==> src/rtl/lc3_pipe_stage.sv <==
// Two-entry skid pipeline stage with flush, for the LC-3 datapath.
// Optional stall counter is built only when LC3_PIPE_STALL_CNT_EN is defined.
module lc3_pipe_stage #(
  parameter int               WIDTH     = 16,
  parameter logic [WIDTH-1:0] RESET_VAL = '0
) (
  input  logic             clk,
  input  logic             rst,
  input  logic             flush,
  input  logic             in_valid,
  input  logic [WIDTH-1:0] in_data,
  output logic             in_ready,
  output logic             out_valid,
  output logic [WIDTH-1:0] out_data,
  input  logic             out_ready,
  output logic [1:0]       occupancy,
  output logic [15:0]      stall_cnt
);

  // Handshake: a word moves on a rising edge when valid and ready are both 1
  // on that side; valid never waits for ready, and a held word stays put.
  typedef enum logic [1:0] {
    ST_EMPTY = 2'd0,
    ST_ONE   = 2'd1,
    ST_TWO   = 2'd2
  } state_t;

  state_t           state_q, state_d;
  logic [WIDTH-1:0] main_q, skid_q;
  logic             in_ready_q, out_valid_q;
  logic [1:0]       occ_q;
  logic             accept, emit;
  logic             load_main, load_skid, main_from_skid;

  assign accept = in_valid & in_ready_q;
  assign emit   = out_valid_q & out_ready;

  always_comb begin
    state_d        = state_q;
    load_main      = 1'b0;
    load_skid      = 1'b0;
    main_from_skid = 1'b0;
    if (flush) begin
      state_d = ST_EMPTY;
    end else begin
      case (state_q)
        ST_EMPTY: begin
          if (accept) begin
            state_d   = ST_ONE;
            load_main = 1'b1;
          end
        end
        ST_ONE: begin
          if (accept && emit) begin
            load_main = 1'b1;
          end else if (accept) begin
            state_d   = ST_TWO;
            load_skid = 1'b1;
          end else if (emit) begin
            state_d = ST_EMPTY;
          end
        end
        ST_TWO: begin
          if (emit) begin
            state_d        = ST_ONE;
            main_from_skid = 1'b1;
          end
        end
        default: state_d = ST_EMPTY;
      endcase
    end
  end

  // Outputs are registered copies of the next state, so nothing reaches a
  // port combinationally from in_valid or out_ready.
  always_ff @(posedge clk) begin
    if (rst) begin
      state_q     <= ST_EMPTY;
      main_q      <= RESET_VAL;
      skid_q      <= RESET_VAL;
      in_ready_q  <= 1'b1;
      out_valid_q <= 1'b0;
      occ_q       <= 2'd0;
    end else begin
      state_q     <= state_d;
      in_ready_q  <= (state_d != ST_TWO);
      out_valid_q <= (state_d != ST_EMPTY);
      occ_q       <= state_d;
      if (load_main) begin
        main_q <= in_data;
      end else if (main_from_skid) begin
        main_q <= skid_q;
      end
      if (load_skid) begin
        skid_q <= in_data;
      end
    end
  end

  assign in_ready  = in_ready_q;
  assign out_valid = out_valid_q;
  assign out_data  = main_q;
  assign occupancy = occ_q;

`ifdef LC3_PIPE_STALL_CNT_EN
  logic [15:0] stall_q;

  // Survives flush on purpose: it measures back-pressure across squashes.
  always_ff @(posedge clk) begin
    if (rst) begin
      stall_q <= 16'h0000;
    end else if (out_valid_q && !out_ready && (stall_q != 16'hFFFF)) begin
      stall_q <= stall_q + 16'h0001;
    end
  end

  assign stall_cnt = stall_q;
`else
  assign stall_cnt = 16'h0000;
`endif

endmodule

==> config.mk <==
export PLATFORM = sky130hd
export DESIGN_NAME = lc3_pipe_stage
export DESIGN_NICKNAME = d
export VERILOG_FILES = /design/src/rtl/lc3_pipe_stage.sv
export SDC_FILE = /design/constraint.sdc
export NUM_CORES = 1
export LEC_CHECK = 0
export ABC_CLOCK_PERIOD_IN_PS = 1760
export CAP_MARGIN = 20
export CORE_MARGIN = 1
export CORE_UTILIZATION = 44
export CTS_CLUSTER_DIAMETER = 80
export DETAILED_ROUTE_END_ITERATION = 8
export PLACE_DENSITY = 0.75
export SLEW_MARGIN = 20
export SYNTH_ARGS = -nofsm -noshare
export SYNTH_HDL_FRONTEND = slang
export SYNTH_SLANG_ARGS = --single-unit
==> constraint.sdc <==
create_clock -name clk -period 1.76 [get_ports clk]
set_input_delay 0.176 -clock clk [delete_from_list [all_inputs] [get_ports clk]]
set_output_delay 0.176 -clock clk [all_outputs]
set_load 0.02 [all_outputs]
==> out/qor.csv, run 1 <==
stage,metric,value,unit
critical_path,Reg2Reg Setup Slack,170,ps
routing,Remaining DRCs,0,
synthesis,Synth area leaders,"dfxtp_1 (44%), mux2i_1 (20%), o2bb2ai_1 (8.6%)",
global_routing,Total GRT Usage,17.5,%
global_routing,largest net degree at the start of global routing,17,
min_path,worst hold start,out_data[9],
sta,fmax,628,MHz
routing,Post-DRT Antenna Nets,0,
clocking,CTS tree,yes,
synthesis,Yosys cell types,26,
critical_path,critical path capture point type,flip-flop,
sta,Final min period,1590,ps
clocking,Post-CTS Repair Setup Buffers,0,
layout,Final Util,61.8,%
layout,area grow syn2layout,30.5,%
critical_path,Crit Path Max Fanout,6,
clocking,Inserted Clock Buffers,5,
placed_design,pre-CTS WS,-173,ps
global_routing,vias in the first global route,1197,
synthesis,largest area contributor in the netlist,dfxtp_1,
synthesis,Avg Inst Size Synth,11.2,µm²
power_and_ir_drop,Leakage,0.000793,µW
synthesis,"Seq/Total Area, Yosys",44.2,%
critical_path,CP required,1930,ps
clocking,"CTS clk-pin slew, worst paths",70,ps
placed_design,gpl congestion,0.761,
critical_path,r2r endpoint,skid_q[0],
min_path,worst hold stages,1,
synthesis,"Cell Area, Synth",1630,µm²
run_status,status,completed,
critical_path,WS Path Type,flip-flop to flip-flop,
layout,Layout Cells excl Fill,240,
global_routing,total gr overflow,0,
layout,ant diodes,0,
synthesis,Synth top area share,44.2,%
floorplanning,Cell Rows,21,
routing,routed vias/inst,4.92,
placed_design,placed insts,233,
synthesis,Cells after Synth,146,
sta,endpoints failing setup,0,
critical_path,Critical Path AT,1760,ps
critical_path,reg2reg path depth,5,
power_and_ir_drop,peak supply drop,448,µV
min_path,Hold WC Path Type,flip-flop to flip-flop,
critical_path,nature of the critical path startpoint,flip-flop,
sta,final hold viol count,0,
routing,routed vias,1181,
floorplanning,die width,62.8,µm
power_and_ir_drop,Pwr Density,814,nW/µm²
run,Max-Cap Viols,0,
clocking,Worst-Skew Late Latency,280,ps
floorplanning,Die ar.,3950,µm²
placed_design,DP Wirelength,2.33,mm
global_routing,first-pass GRT wire length,5.43,mm
floorplanning,core area,3440,µm²
floorplanning,Die Ht,62.8,µm
routing,drt first pass iters,4,
routing,Post-Route WL,3.16,mm
synthesis,Synth Warn #,0,
sta,final worst setup slack,167,ps
global_routing,initial antenna violation count,0,
clocking,H-tree depth,2,
sta,Setup Skew,5.90,ps
placed_design,IO Port Bufs,40,
power_and_ir_drop,Pwr Total,1730,µW
sta,Tcrit/Tclk final,90.5,%
clocking,root buf cell,clkbuf_8,
floorplanning,I/O pins,57,
sta,fin. max-slew vios,0,
floorplanning,Initial Util,47.3,%
routing,wire length per cell,13.1,µm
clocking,clock buffer depth,2,
critical_path,worst r2r src,occupancy[0],
synthesis,synthesized flop and latch total,36,
min_path,Hold Path End,out_data[9],
clocking,Sink Count,36,
routing,drt initial violations,43,
layout,layout cells sized above 1,12.9,%
sta,setup repair after global routing missed its margin,false,
layout,Final nets,215,
## routing by layer
metal  GRT usage (%)  wire [µm]  vias up
met3            4.56        132        5
met5               0          0        -
met4            6.10         38        0
li1                -          -      581
met2            30.0       1530       37
met1            21.0       1460      558
## worst max-delay path, stage by stage (launching register included)
cell and delay (ps):
dfxtp_1 410, a21boi_4 280, nor4b_4 280, buf_4 220, mux2i_1 220, nor2_1 70
## cells in the final DEF, fill, tap and decap left out, drive strengths merged, types with 2 or more instances in the layout
| master | count |
|---|---|
| a211oi | 2 |
| buf | 11 |
| clkbuf | 7 |
| clkdlybuf4s50 | 40 |
| conb | 16 |
| dfxtp | 36 |
| mux2i | 32 |
| nand2 | 2 |
| nand2b | 2 |
| nor2 | 18 |
| o2bb2ai | 16 |
## flip-flops by register name, indices dropped and copies added, names as in the netlist
| register | count |
|---|---|
| in_ready | 1 |
| occupancy | 2 |
| skid_q | 16 |
| out_valid | 1 |
| out_data | 16 |
## cell families (layout without fill, tap and decap cells)
family,count (synthesis),count (layout),share of synthesized area (%)
AO/OA/AOI/OAI,24,24,13.6
XOR/XNOR,1,1,0.538
buffers and inverters,26,59,12.8
flip-flops,36,36,44.2
multiplexers,32,32,19.7
other,1,16,0.230
AND/OR/NAND/NOR,26,26,8.91
## layout make-up
class	count	area, µm²
Tap cell	46	57.6
Sequential cell	36	722
Multi-Input combinational cell	99	763
Timing Repair Buffer	51	483
Inverter	1	3.75
Fill cell	285	1320
Clock buffer	7	96.3
## cell usage after synthesis
cell       count
buf_6          2
buf_2          3
a21boi_4       1
clkbuf_1       2
conb_1         1
dfxtp_1       36
nor2_1        18
mux2i_1       32
inv_1          1
a221o_1        1
o31ai_2        1
nand2_2        1
buf_4         16
buf_12         2
o21a_1         1
a221oi_1       1
nor4b_4        1
or2_1          1
xor2_1         1
nand2b_1       2
nor3_4         1
nand4b_1       1
a21oi_2        1
nand2_1        1
a211oi_1       2
o2bb2ai_1     16
## power by group
part / internal, µW / switching (µW) / leakage (µW)
clock: 348 / 269 / 0.0000503
combinational: 127 / 137 / 0.000451
sequential: 835 / 14.9 / 0.000292
total: 1310 / 421 / 0.000793
## worst max-delay path by stage
stage / startpoint / end / slack (ps) / cells after the start
3_5_place_dp: out_ready / out_data[13] / -170 / 5
3_3_place_gp: out_ready / out_data[13] / -80 / 5
2_1_floorplan: occupancy[0] / skid_q[0] / 100 / 6
6_report: occupancy[0] / skid_q[0] / 170 / 5
4_1_cts: occupancy[0] / out_data[13] / 80 / 4
5_1_grt: occupancy[0] / skid_q[2] / 70 / 5
## per-stage QoR
stage                     hold WS [ps]  area (µm²)  TNS [ps]
final                              475        2130         0
after CTS                          475        2120         0
after global routing               482        2130         0
after global placement             456        2020     -1160
after detailed placement           448        2020     -3380
after floorplan                    287        1690         0
## what timing repair did
item	CTS	global route
endpoints found under the setup margin	1	5
hold buffers	0	0
gates resized for setup	1	1
Power figures use the tool's default switching activity.
==> run 2: changes to the inputs <==
- CORE_UTILIZATION: 44 -> 46
- CTS_BUF_LIST: default -> sky130_fd_sc_hd__clkbuf_4 sky130_fd_sc_hd__clkbuf_8
- PLACE_DENSITY: 0.75 -> 0.78
==> out/qor.csv, run 2 (synthesis results as in run 1) <==
stage,metric,value,unit,change
layout,Final Util,61.4,%,-0.38 points
global_routing,GR Util met3,6.09,%,+1.5 points
sta,fmax,610,MHz,-2.8%
global_routing,GRT Max-Usage Layer,met2,,
layout,Final Instance Area,2060,µm²,-2.9%
routing,routed vias/inst,4.96,,+0.75%
floorplanning,I/O pins,57,,unchanged
global_routing,total gr overflow,0,,unchanged
critical_path,Slowest cell on crit path,clkdlybuf4s50_1,,
layout,layout cells sized above 1,12.0,%,-0.91 points
critical_path,critical path capture point type,output pin,,
routing,drt first pass iters,4,,unchanged
routing,drt initial violations,34,,-21%
routing,Post-Route WL,3.22,mm,+1.9%
floorplanning,Die Ht,61.5,µm,-2.1%
sta,fin. max-slew vios,0,,unchanged
run_status,status,completed,,
global_routing,Total GRT Usage,18.7,%,+1.1 points
placed_design,placed insts,231,,-0.86%
power_and_ir_drop,Pwr Density,738,nW/µm²,-9.3%
layout,ant diodes,0,,unchanged
sta,endpoints failing setup,0,,unchanged
global_routing,first-pass GRT wire length,5.00,mm,-7.9%
global_routing,grt met1 use,21.8,%,+0.80 points
clocking,CTS tree,yes,,
critical_path,crit path cell chain,clkdlybuf4s50_1,,
clocking,clock buffer depth,2,,unchanged
placed_design,Area after DPL,2010,µm²,-0.74%
floorplanning,Initial Util,48.4,%,+1.1 points
clocking,H-tree depth,2,,unchanged
placed_design,DP Wirelength,2.35,mm,+0.87%
layout,most common library cell in the layout ignoring fill and taps,clkdlybuf4s50_1,,
layout,area grow syn2layout,26.7,%,
global_routing,initial antenna violation count,0,,unchanged
global_routing,GRT met2 Usage,32.0,%,+1.9 points
layout,most frequent cells in the layout,"clkdlybuf4s50_1 (40), dfxtp_1 (35), mux2i_1 (32)",,
sta,final hold viol count,0,,unchanged
sta,Setup Skew,3.18,ps,-2.73 ps
critical_path,nature of the critical path startpoint,flip-flop,,
run,Max-Cap Viols,0,,unchanged
critical_path,Crit Path Max Fanout,10,,+4
clocking,Inserted Clock Buffers,5,,unchanged
layout,Final nets,213,,-0.93%
floorplanning,Cell Rows,21,,unchanged
clocking,Sink Count,36,,unchanged
floorplanning,core area,3360,µm²,-2.3%
critical_path,largest stage delay on the critical path,650,ps,+240 ps
floorplanning,Die ar.,3780,µm²,-4.2%
clocking,Post-CTS Hold Buffers,0,,unchanged
power_and_ir_drop,peak supply drop,626,µV,+40%
sta,setup repair after global routing missed its margin,false,,
placed_design,IO Port Bufs,40,,unchanged
sta,Tcrit/Tclk final,93.1,%,+2.6 points
sta,Hold WS,473,ps,-1.94 ps
power_and_ir_drop,Leakage,0.000764,µW,-3.7%
critical_path,CP required,1580,ps,-350 ps
placed_design,gpl congestion,0.705,,-7.3%
clocking,root buf cell,clkbuf_4,,
critical_path,worst path bufs/invs,1,,unchanged
routing,wire length per cell,13.5,µm,+2.8%
global_routing,largest net degree at the start of global routing,17,,unchanged
routing,routed vias,1180,,-0.085%
critical_path,"CP delay by family, top",buffers and inverters,,
sta,Final min period,1640,ps,+45.6 ps
global_routing,vias in the first global route,1094,,-8.6%
critical_path,Critical Path AT,1460,ps,-300 ps
layout,Layout Cells excl Fill,238,,-0.83%
floorplanning,die width,61.5,µm,-2.1%
clocking,Worst-Skew Late Latency,330,ps,+50 ps
clocking,"CTS clk-pin slew, worst paths",100,ps,+30 ps
routing,Remaining DRCs,0,,unchanged
clocking,Post-CTS Repair Setup Buffers,0,,unchanged
min_path,Hold WC Path Type,flip-flop to flip-flop,,
critical_path,WS Path Type,flip-flop to output pin,,
routing,Post-DRT Antenna Nets,0,,unchanged
==> run 2: cell count changes in the layout (fill, tap and decap cells not counted) <==
| cell | before | now |
|---|---|---|
| clkbuf_4 | 0 | 6 |
| clkbuf_8 | 7 | 0 |
| clkinv_2 | 0 | 1 |
| buf_4 | 11 | 9 |
==> run 2: area by class of cell <==
class                           count  area [µm²]
Fill cell                         309        1300
Multi-Input combinational cell     99         763
Sequential cell                    36         722
Timing Repair Buffer               49         468
Tap cell                           46        57.6
Clock buffer                        6        45.0
Clock inverter                      1        5.00
Inverter                            1        3.75
==> run 2: metal layers <==
layer / vias to the layer above / wire length (µm)
met4: 0 / 42
met2: 31 / 1640
li1: 585 / -
met1: 558 / 1370
met5: - / 0
met3: 6 / 162
==> run 2: final timing paths <==
check	start	end	slack [ps]	depth (start not counted)
setup / recovery	occupancy[1]	occupancy[1]	120	1
hold / removal	out_data[7]	out_data[7]	470	1
setup reg to reg	occupancy[0]	skid_q[13]	150	5
hold reg to reg	out_data[7]	out_data[7]	470	1
==> run 2: repair_timing <==
action	in CTS	in global routing
endpoints found under the setup margin	1	9
gates cloned	0	0
resized for setup	1	1
pin swaps	0	0
==> run 2: power by group <==
| group | switching [µW] | leakage (µW) | internal [µW] | total, µW |
|---|---|---|---|---|
| logic | 138 | 0.000441 | 125 | 263 |
| registers | 14.6 | 0.000292 | 834 | 849 |
| clock network | 250 | 0.0000315 | 163 | 412 |
| total | 402 | 0.000764 | 1120 | 1520 |
==> run 2: stage by stage <==
stage | worst slack, ps | power [µW] | setup TNS [ps]
after floorplan | 98.6 | 1050 | 0
after global placement | -85.0 | 1120 | -1500
after CTS | 102 | 1540 | 0
after global routing | 31.2 | 1610 | 0
after detailed placement | -166 | 1130 | -3710
final | 122 | 1520 | 0
